## src/rtl/reg_bank_arbiter.sv

```systemverilog
// reg_bank_arbiter: round-robin arbiter with locking between two command
// sources (A, B) driving a shared bank of 16-bit registers.
// Optional lock watchdog is built when REG_ARB_TIMEOUT_EN is defined.
module reg_bank_arbiter #(
  parameter int N_REGS       = 4,
  parameter int LOCK_TIMEOUT = 16,
  parameter int SEL_W        = (N_REGS > 1) ? $clog2(N_REGS) : 1
) (
  input  logic              Clock,
  input  logic              Reset,
  input  logic              ReqA,
  input  logic              ReqB,
  input  logic              LockA,
  input  logic              LockB,
  input  logic [SEL_W-1:0]  SelA,
  input  logic [SEL_W-1:0]  SelB,
  input  logic [2:0]        FunSelA,
  input  logic [2:0]        FunSelB,
  input  logic [15:0]       DataA,
  input  logic [15:0]       DataB,
  output logic              GntA,
  output logic              GntB,
  output logic [N_REGS-1:0] RegE,
  output logic [2:0]        RegFunSel,
  output logic [15:0]       RegI,
  output logic [1:0]        Owner,
  output logic              Err,
  output logic              Timeout
);

  typedef enum logic [1:0] {
    FREE   = 2'b00,
    LOCK_A = 2'b01,
    LOCK_B = 2'b10
  } state_t;

  state_t             state;
  state_t             state_next;
  logic               rr;          // 0: A favoured, 1: B favoured
  logic               xfer_a;
  logic               xfer_b;
  logic               xfer;
  logic               expire;
  logic [SEL_W-1:0]   cmd_sel;
  logic [2:0]         cmd_fun;
  logic [15:0]        cmd_data;
  logic               cmd_lock;
  logic               out_of_range;

  // One-hot decode of a register index; indices past the bank give zero.
  function automatic logic [N_REGS-1:0] onehot(input logic [SEL_W-1:0] s);
    logic [N_REGS-1:0] v;
    v = {N_REGS{1'b0}};
    for (int i = 0; i < N_REGS; i++) begin
      if (int'(s) == i) begin
        v[i] = 1'b1;
      end else begin
        v[i] = 1'b0;
      end
    end
    return v;
  endfunction

  // Grant generation: depends only on state, RR pointer and requests.
  always_comb begin
    GntA = 1'b0;
    GntB = 1'b0;
    if (Reset) begin
      GntA = 1'b0;
      GntB = 1'b0;
    end else begin
      case (state)
        FREE: begin
          GntA = ReqA & (~ReqB | ~rr);
          GntB = ReqB & (~ReqA | rr);
        end
        LOCK_A:  GntA = ReqA;
        LOCK_B:  GntB = ReqB;
        default: begin
          GntA = 1'b0;
          GntB = 1'b0;
        end
      endcase
    end
  end

  assign xfer_a = ReqA & GntA;
  assign xfer_b = ReqB & GntB;
  assign xfer   = xfer_a | xfer_b;

  // Select the accepted command's fields.
  always_comb begin
    if (xfer_a) begin
      cmd_sel  = SelA;
      cmd_fun  = FunSelA;
      cmd_data = DataA;
      cmd_lock = LockA;
    end else begin
      cmd_sel  = SelB;
      cmd_fun  = FunSelB;
      cmd_data = DataB;
      cmd_lock = LockB;
    end
  end

  assign out_of_range = (int'(cmd_sel) >= N_REGS);

`ifdef REG_ARB_TIMEOUT_EN
  logic [7:0] wd_cnt;
  logic       timeout_q;

  // Expiry: the LOCK_TIMEOUT-th consecutive idle edge while locked.
  assign expire = (state != FREE) && !xfer &&
                  (wd_cnt == 8'(LOCK_TIMEOUT - 1));

  // Watchdog counter: counts idle locked edges, clears on owner transfer.
  always_ff @(posedge Clock) begin
    if (Reset) begin
      wd_cnt <= 8'd0;
    end else if ((state == FREE) || xfer || expire) begin
      wd_cnt <= 8'd0;
    end else begin
      wd_cnt <= wd_cnt + 8'd1;
    end
  end

  // Timeout pulse shows in the first cycle after a forced release.
  always_ff @(posedge Clock) begin
    if (Reset) begin
      timeout_q <= 1'b0;
    end else begin
      timeout_q <= expire;
    end
  end

  assign Timeout = timeout_q;
`else
  assign expire  = 1'b0;
  assign Timeout = 1'b0;
`endif

  // Next-state logic: a transfer decides the lock, otherwise the watchdog.
  always_comb begin
    state_next = state;
    if (xfer) begin
      if (cmd_lock) begin
        state_next = xfer_a ? LOCK_A : LOCK_B;
      end else begin
        state_next = FREE;
      end
    end else if (expire) begin
      state_next = FREE;
    end else begin
      state_next = state;
    end
  end

  // State and round-robin pointer registers.
  always_ff @(posedge Clock) begin
    if (Reset) begin
      state <= FREE;
      rr    <= 1'b0;
    end else begin
      state <= state_next;
      if (xfer) begin
        rr <= xfer_a;
      end else begin
        rr <= rr;
      end
    end
  end

  assign Owner = state;

  // Register-bank drive: one-cycle enable per accepted command.
  always_ff @(posedge Clock) begin
    if (Reset) begin
      RegE      <= {N_REGS{1'b0}};
      RegFunSel <= 3'd0;
      RegI      <= 16'd0;
      Err       <= 1'b0;
    end else begin
      RegE <= (xfer && !out_of_range) ? onehot(cmd_sel) : {N_REGS{1'b0}};
      Err  <= xfer & out_of_range;
      if (xfer) begin
        RegFunSel <= cmd_fun;
        RegI      <= cmd_data;
      end else begin
        RegFunSel <= RegFunSel;
        RegI      <= RegI;
      end
    end
  end

endmodule

```

## config.mk

```make
export PLATFORM = sky130hd
export DESIGN_NAME = reg_bank_arbiter
export DESIGN_NICKNAME = d
export VERILOG_FILES = /design/src/rtl/reg_bank_arbiter.sv
export SDC_FILE = /design/constraint.sdc
export NUM_CORES = 1
export LEC_CHECK = 0
export CORE_UTILIZATION = 42
export CTS_CLUSTER_SIZE = 25
export DETAILED_ROUTE_END_ITERATION = 8
export GPL_ROUTABILITY_DRIVEN = 0
export PLACE_DENSITY = 0.85
export SYNTH_ARGS = -nofsm -noshare
export SYNTH_HDL_FRONTEND = slang
export SYNTH_SLANG_ARGS = --single-unit
```

## constraint.sdc

```tcl
create_clock -name Clock -period 2.5 [get_ports Clock]
set_input_delay 0.25 -clock Clock [delete_from_list [all_inputs] [get_ports Clock]]
set_output_delay 0.25 -clock Clock [all_outputs]
set_load 0.005 [all_outputs]
```

==> metrics.txt, run 1 <==
skew final 2.66 ps; RSZ-0062 raised after global routing false; # resized after CTS 0; outcome finished, final reports clean; fin crit share 0.895; CP required 2250 ps; post-synthesis sequential area ratio 0.360; Slew HR 0.497; Startpoint Class flop; Setup-failing EPs final 0; synth top area cells dfxtp_1 36%, o31a_1 11%, a21boi_0 9.3%; total global routing overflow 0; FF+latch count, synth 26; crit path cell chain nand2b_1 > nor2_1 > nor3_1 > clkdlybuf4s50_1; share of layout cells above drive strength 1 0.0537; DP HPWL 2.84 mm; Crit path max-delay family simple AND/OR/NAND/NOR gates; Pre-Repair DR Iteration Count 4; Design Area, Final 2270 um2; cell type with the highest aggregate area in the netlist dfxtp_1; routed wire length 4.03 mm; first-pass GRT wire length 6.20 mm; number of global-route vias before repair 1,455; clock tree from TritonCTS done; Die ar. 3690 um2; nets@finish 291; P per Cell Area 476 nW/um2; placed inst area 2220 um2; CP Data Arrival Time 1990 ps; starting density of the core 0.459; worst slew pin tran 755 ps; worst setup path class flop to output port; Sink Count 26; final hold vios 0; Synth warnings 0; Ant. Diodes 0; drt wl/cell 14.1 um; vias per inst 5.38; Die X-Extent 60.7 um; final core occ 0.719; initial antenna violation count 0; I/O pins 77; Max Cap Viol 0; Port Buffers 74; number of remaining DRC errors 0; Hold Buf Count CTS 0; row count 20; Clock Latency Late Sink 320 ps; critical path peak fanout 9; Post-CTS Setup Repair Bufs 0; CP max-delay cell clkdlybuf4s50_1; f_max 0.447 GHz; maximum vdd drop 0.265 mV; synthesized area 1450 um2; via count 1,538; synth unique cells 30; Post-DRT Antenna Nets 0; Worst Hold Class input port to flop; Slew Viols, Final 0; GRT Total Usage 0.224; initial DRC count 75; core footprint 3150 um2; Setup TNS 0 ps; height of the die 60.7 um; CP max stage delay 540 ps; Area Growth Syn to Fin 56.7%; clk buf depth 2; CTS root buffer clkbuf_4; Min Clock Period, post-route 2240 ps; LEAKAGE 0.925 nW; pin count of the biggest net entering global routing 43; Synth top cells by count 26 x dfxtp_1, 20 x a31oi_1, 20 x inv_1, 19 x and3_1, 19 x o31a_1; Mean Syn Cell Area 8.27 um2; Worst-path clk slew 140 ps; Mapped Cells 175; Async S/R FF share, synth 0; H-tree lvl count 1; CP Buf/Inv Count 1; top-count cell post-synth dfxtp_1; CTS buffer count 3; Critical Path End Type output port; number of enable flip-flop cells after synthesis 0; Yosys top cell area share 0.360; predominant post-synthesis flop cell dfxtp_1
==> worst reg2reg max path, stage by stage (launching register included) <==
cell and delay (ps):
dfxtp_1 490, nand2b_1 340, buf_4 240, a21o_1 620
o31a_1 240
==> area by class of cell <==
type,count,area (um2)
Clock buffer,3,22.5
Clock inverter,1,30.0
Inverter,20,75.1
Multi-Input combinational cell,111,772
Timing Repair Buffer,81,793
Fill cell,267,885
Tap cell,44,55.1
Sequential cell,26,520
==> cell usage in the layout (no fill, tap or decap), drive strengths merged, types with 2 or more instances in the layout <==
cell type and instances:
clkdlybuf4s50 74, dfxtp 26, inv 20, a31oi 20, and3 19, o31a 19, a21boi 19, buf 7
nor2 5, a21oi 4, nand2b 3, nor2b 3, o21ai 3, clkbuf 3, nor3 2, nand4b 2
conb 2
==> path summary, 6_finish.rpt <==
| check | start | end | slack [ps] | cells after the start |
|---|---|---|---|---|
| min | LockB | Owner[1] | 530 | 3 |
| min reg2reg | RegI[14] | RegI[14] | 560 | 3 |
| max reg2reg | Owner[1] | RegI[6] | 530 | 4 |
| max | Owner[1] | GntB | 260 | 4 |
==> layer usage <==
metal	global-route usage	vias to the layer above	share of wire
li1	-	767	-
met1	0.260	712	0.41
met2	0.416	51	0.53
met3	0.0213	8	0.039
met4	0.101	0	0.021
met5	0	-	0
==> registers in the layout, summed over array words and instances, names as in the netlist <==
name / count
Owner: 2
RegFunSel: 3
RegE: 4
rr: 1
RegI: 16
==> where the power goes <==
group | internal [mW] | switching (mW) | total, mW
Clock | 0.162 | 0.129 | 0.291
Combinational | 0.195 | 0.119 | 0.314
Sequential | 0.451 | 0.0227 | 0.474
==> metrics by stage <==
stage	std cells	total power, mW	hold slack [ps]	setup WS [ps]
finish	286	1.08	531	262
detailed placement	282	0.796	541	326
global route	286	1.13	536	131
global placement	282	0.789	539	350
CTS	286	1.08	526	239
floorplan	176	0.619	400	1140
==> logic make-up (layout without fill, tap and decap cells) <==
logic type / after synthesis / after routing / synth area share
other: 1 / 2 / 0.00259
DFF: 26 / 26 / 0.360
AOI/OAI and AO/OA: 69 / 69 / 0.347
buffers and inverters: 39 / 105 / 0.114
and+or+nand+nor: 40 / 40 / 0.177
(Power assumes the default switching activity.)
==> inputs of run 2 (changes only) <==
--- a/config.mk
+++ b/config.mk
@@ -7,2 +7,3 @@
 export LEC_CHECK = 0
+export ABC_CLOCK_PERIOD_IN_PS = 2500
 export CORE_UTILIZATION = 42
--- a/constraint.sdc
+++ b/constraint.sdc
@@ -3,2 +3,2 @@
 set_output_delay 0.25 -clock Clock [all_outputs]
-set_load 0.005 [all_outputs]
+set_load 0.01 [all_outputs]
==> metrics.txt, run 2 (synthesis gave the netlist of run 1 again) <==
most frequent cells in the layout 74 x clkdlybuf4s50_1, 26 x dfxtp_1, 20 x inv_1, 20 x a31oi_1; Max Cap Viol 0 (unchanged); f_max 0.480 GHz (+7.5%); crit path cell chain clkdlybuf4s50_1 > or3b_4 > nor2_1 > clkdlybuf4s50_1; Area Growth Syn to Fin 53.6%; nets@finish 289 (-0.69%); CP max-delay cell clkdlybuf4s50_1; height of the die 60.7 um (unchanged); initial DRC count 46 (-39%); Post-CTS Setup Repair Bufs 0 (unchanged); Min Clock Period, post-route 2080 ps (-156 ps); P per Cell Area 438 nW/um2 (-7.9%); CTS buffer count 3 (unchanged); Biggest register RegI; Die ar. 3690 um2 (unchanged); Setup TNS 0 ps (unchanged); share of layout cells above drive strength 1 0.0418 (-0.0119); Post-DRT Antenna Nets 0 (unchanged); row count 20 (unchanged); Slew HR 0.507 (+0.0109); Pre-Repair DR Iteration Count 4 (unchanged); routed wire length 3.83 mm (-5.0%); Critical Path End Type output port; drt wl/cell 13.5 um (-4.0%); H-tree lvl count 1 (unchanged); fin crit share 0.833 (-0.0622); first-pass GRT wire length 5.91 mm (-4.7%); # resized after CTS 0 (unchanged); worst slew pin tran 739 ps (-16.4 ps); flop-to-flop setup slack 680 ps (+150 ps); starting density of the core 0.459 (unchanged); CP Data Arrival Time 1830 ps (-160 ps); Clock Latency Late Sink 320 ps (about the same); I/O pins 77 (unchanged); clk buf depth 2 (unchanged); skew final 7.94 ps (+5.28 ps); biggest regs RegI x16, RegE x4, RegFunSel x3; grt met2 use 0.392 (-0.0235); Worst Hold Class input port to flop; GR Util met3 0.0277 (+0.00640); Die X-Extent 60.7 um (unchanged); Startpoint Class input port; Worst-path clk slew 130 ps (about the same); clock tree from TritonCTS done; critical path peak fanout 6 (-3); number of remaining DRC errors 0 (unchanged); layer with the highest usage met2; GRT Total Usage 0.214 (-0.0102); pin count of the biggest net entering global routing 43 (unchanged); met1 Usage GRT 0.257 (-0.00268); core footprint 3150 um2 (unchanged); Port Buffers 74 (unchanged); final core occ 0.705 (-0.0143); maximum vdd drop 0.242 mV (-8.5%); Ant. Diodes 0 (unchanged); Slew Viols, Final 0 (unchanged); number of global-route vias before repair 1,389 (-4.5%); CP required 2250 ps (about the same); final hold vios 0 (unchanged); via count 1,480 (-3.8%); Sink Count 26 (unchanged); total global routing overflow 0 (unchanged); Setup-failing EPs final 0 (unchanged); commonest non-fill, non-tap cell in the layout clkdlybuf4s50_1; Hold Buf Count CTS 0 (unchanged); CTS root buffer clkbuf_4; vias per inst 5.23 (-2.8%); worst setup path class input port to output port; CP max stage delay 530 ps (about the same); LEAKAGE 0.902 nW (-2.5%); initial antenna violation count 0 (unchanged); DP HPWL 2.75 mm (-3.2%); max reg flops 16 (unchanged); outcome finished, final reports clean; most frequent CP cell clkdlybuf4s50_1; RSZ-0062 raised after global routing false
-- run 2: cell count changes in the layout (fill, tap and decap cells not counted), sizes merged --
cell / before / now
buf: 7 / 5
bufinv: 1 / 0
-- run 2: layer usage --
metal	routed length (um)	vias up	share of wire
met5	0	-	0
met4	64	0	0.017
met3	133	6	0.035
met2	2000	39	0.52
met1	1630	676	0.43
li1	-	759	-
-- run 2: worst paths after layout --
check,cells after the start,from,end
max,4,ReqA,GntA
min,3,LockB,Owner[1]
max reg2reg,4,Owner[1],RegI[7]
min reg2reg,3,RegI[4],RegI[4]
-- run 2: worst max-delay path, delay by kind of cell --
kind / cells / cell delay (ps)
buf+inv: 2 / 1060
simple gates: 2 / 520
-- run 2: through the flow --
step / power [mW] / area, um2 / std cells / worst slack [ps] / hold WS [ps]
floorplan: 0.634 / 1450 / 176 / 994 / 400
global placement: 0.802 / 2200 / 280 / 437 / 540
detailed placement: 0.808 / 2200 / 280 / 413 / 541
CTS: 0.982 / 2220 / 283 / 410 / 529
global route: 1.03 / 2220 / 283 / 334 / 556
finish: 0.975 / 2220 / 283 / 418 / 533
-- run 2: report_power, final --
group / internal [mW] / leakage [nW] / switching, mW
Clock: 0.0564 / 0.0138 / 0.121
Sequential: 0.451 / 0.217 / 0.0211
Combinational: 0.193 / 0.672 / 0.133
Total: 0.701 / 0.902 / 0.274
-- run 2: area by class of cell --
| type | instances | area (um2) |
|---|---|---|
| Clock buffer | 3 | 22.5 |
| Timing Repair Buffer | 79 | 778 |
| Fill cell | 271 | 930 |
| Tap cell | 44 | 55.1 |
| Multi-Input combinational cell | 111 | 772 |
| Sequential cell | 26 | 520 |
| Inverter | 20 | 75.1 |
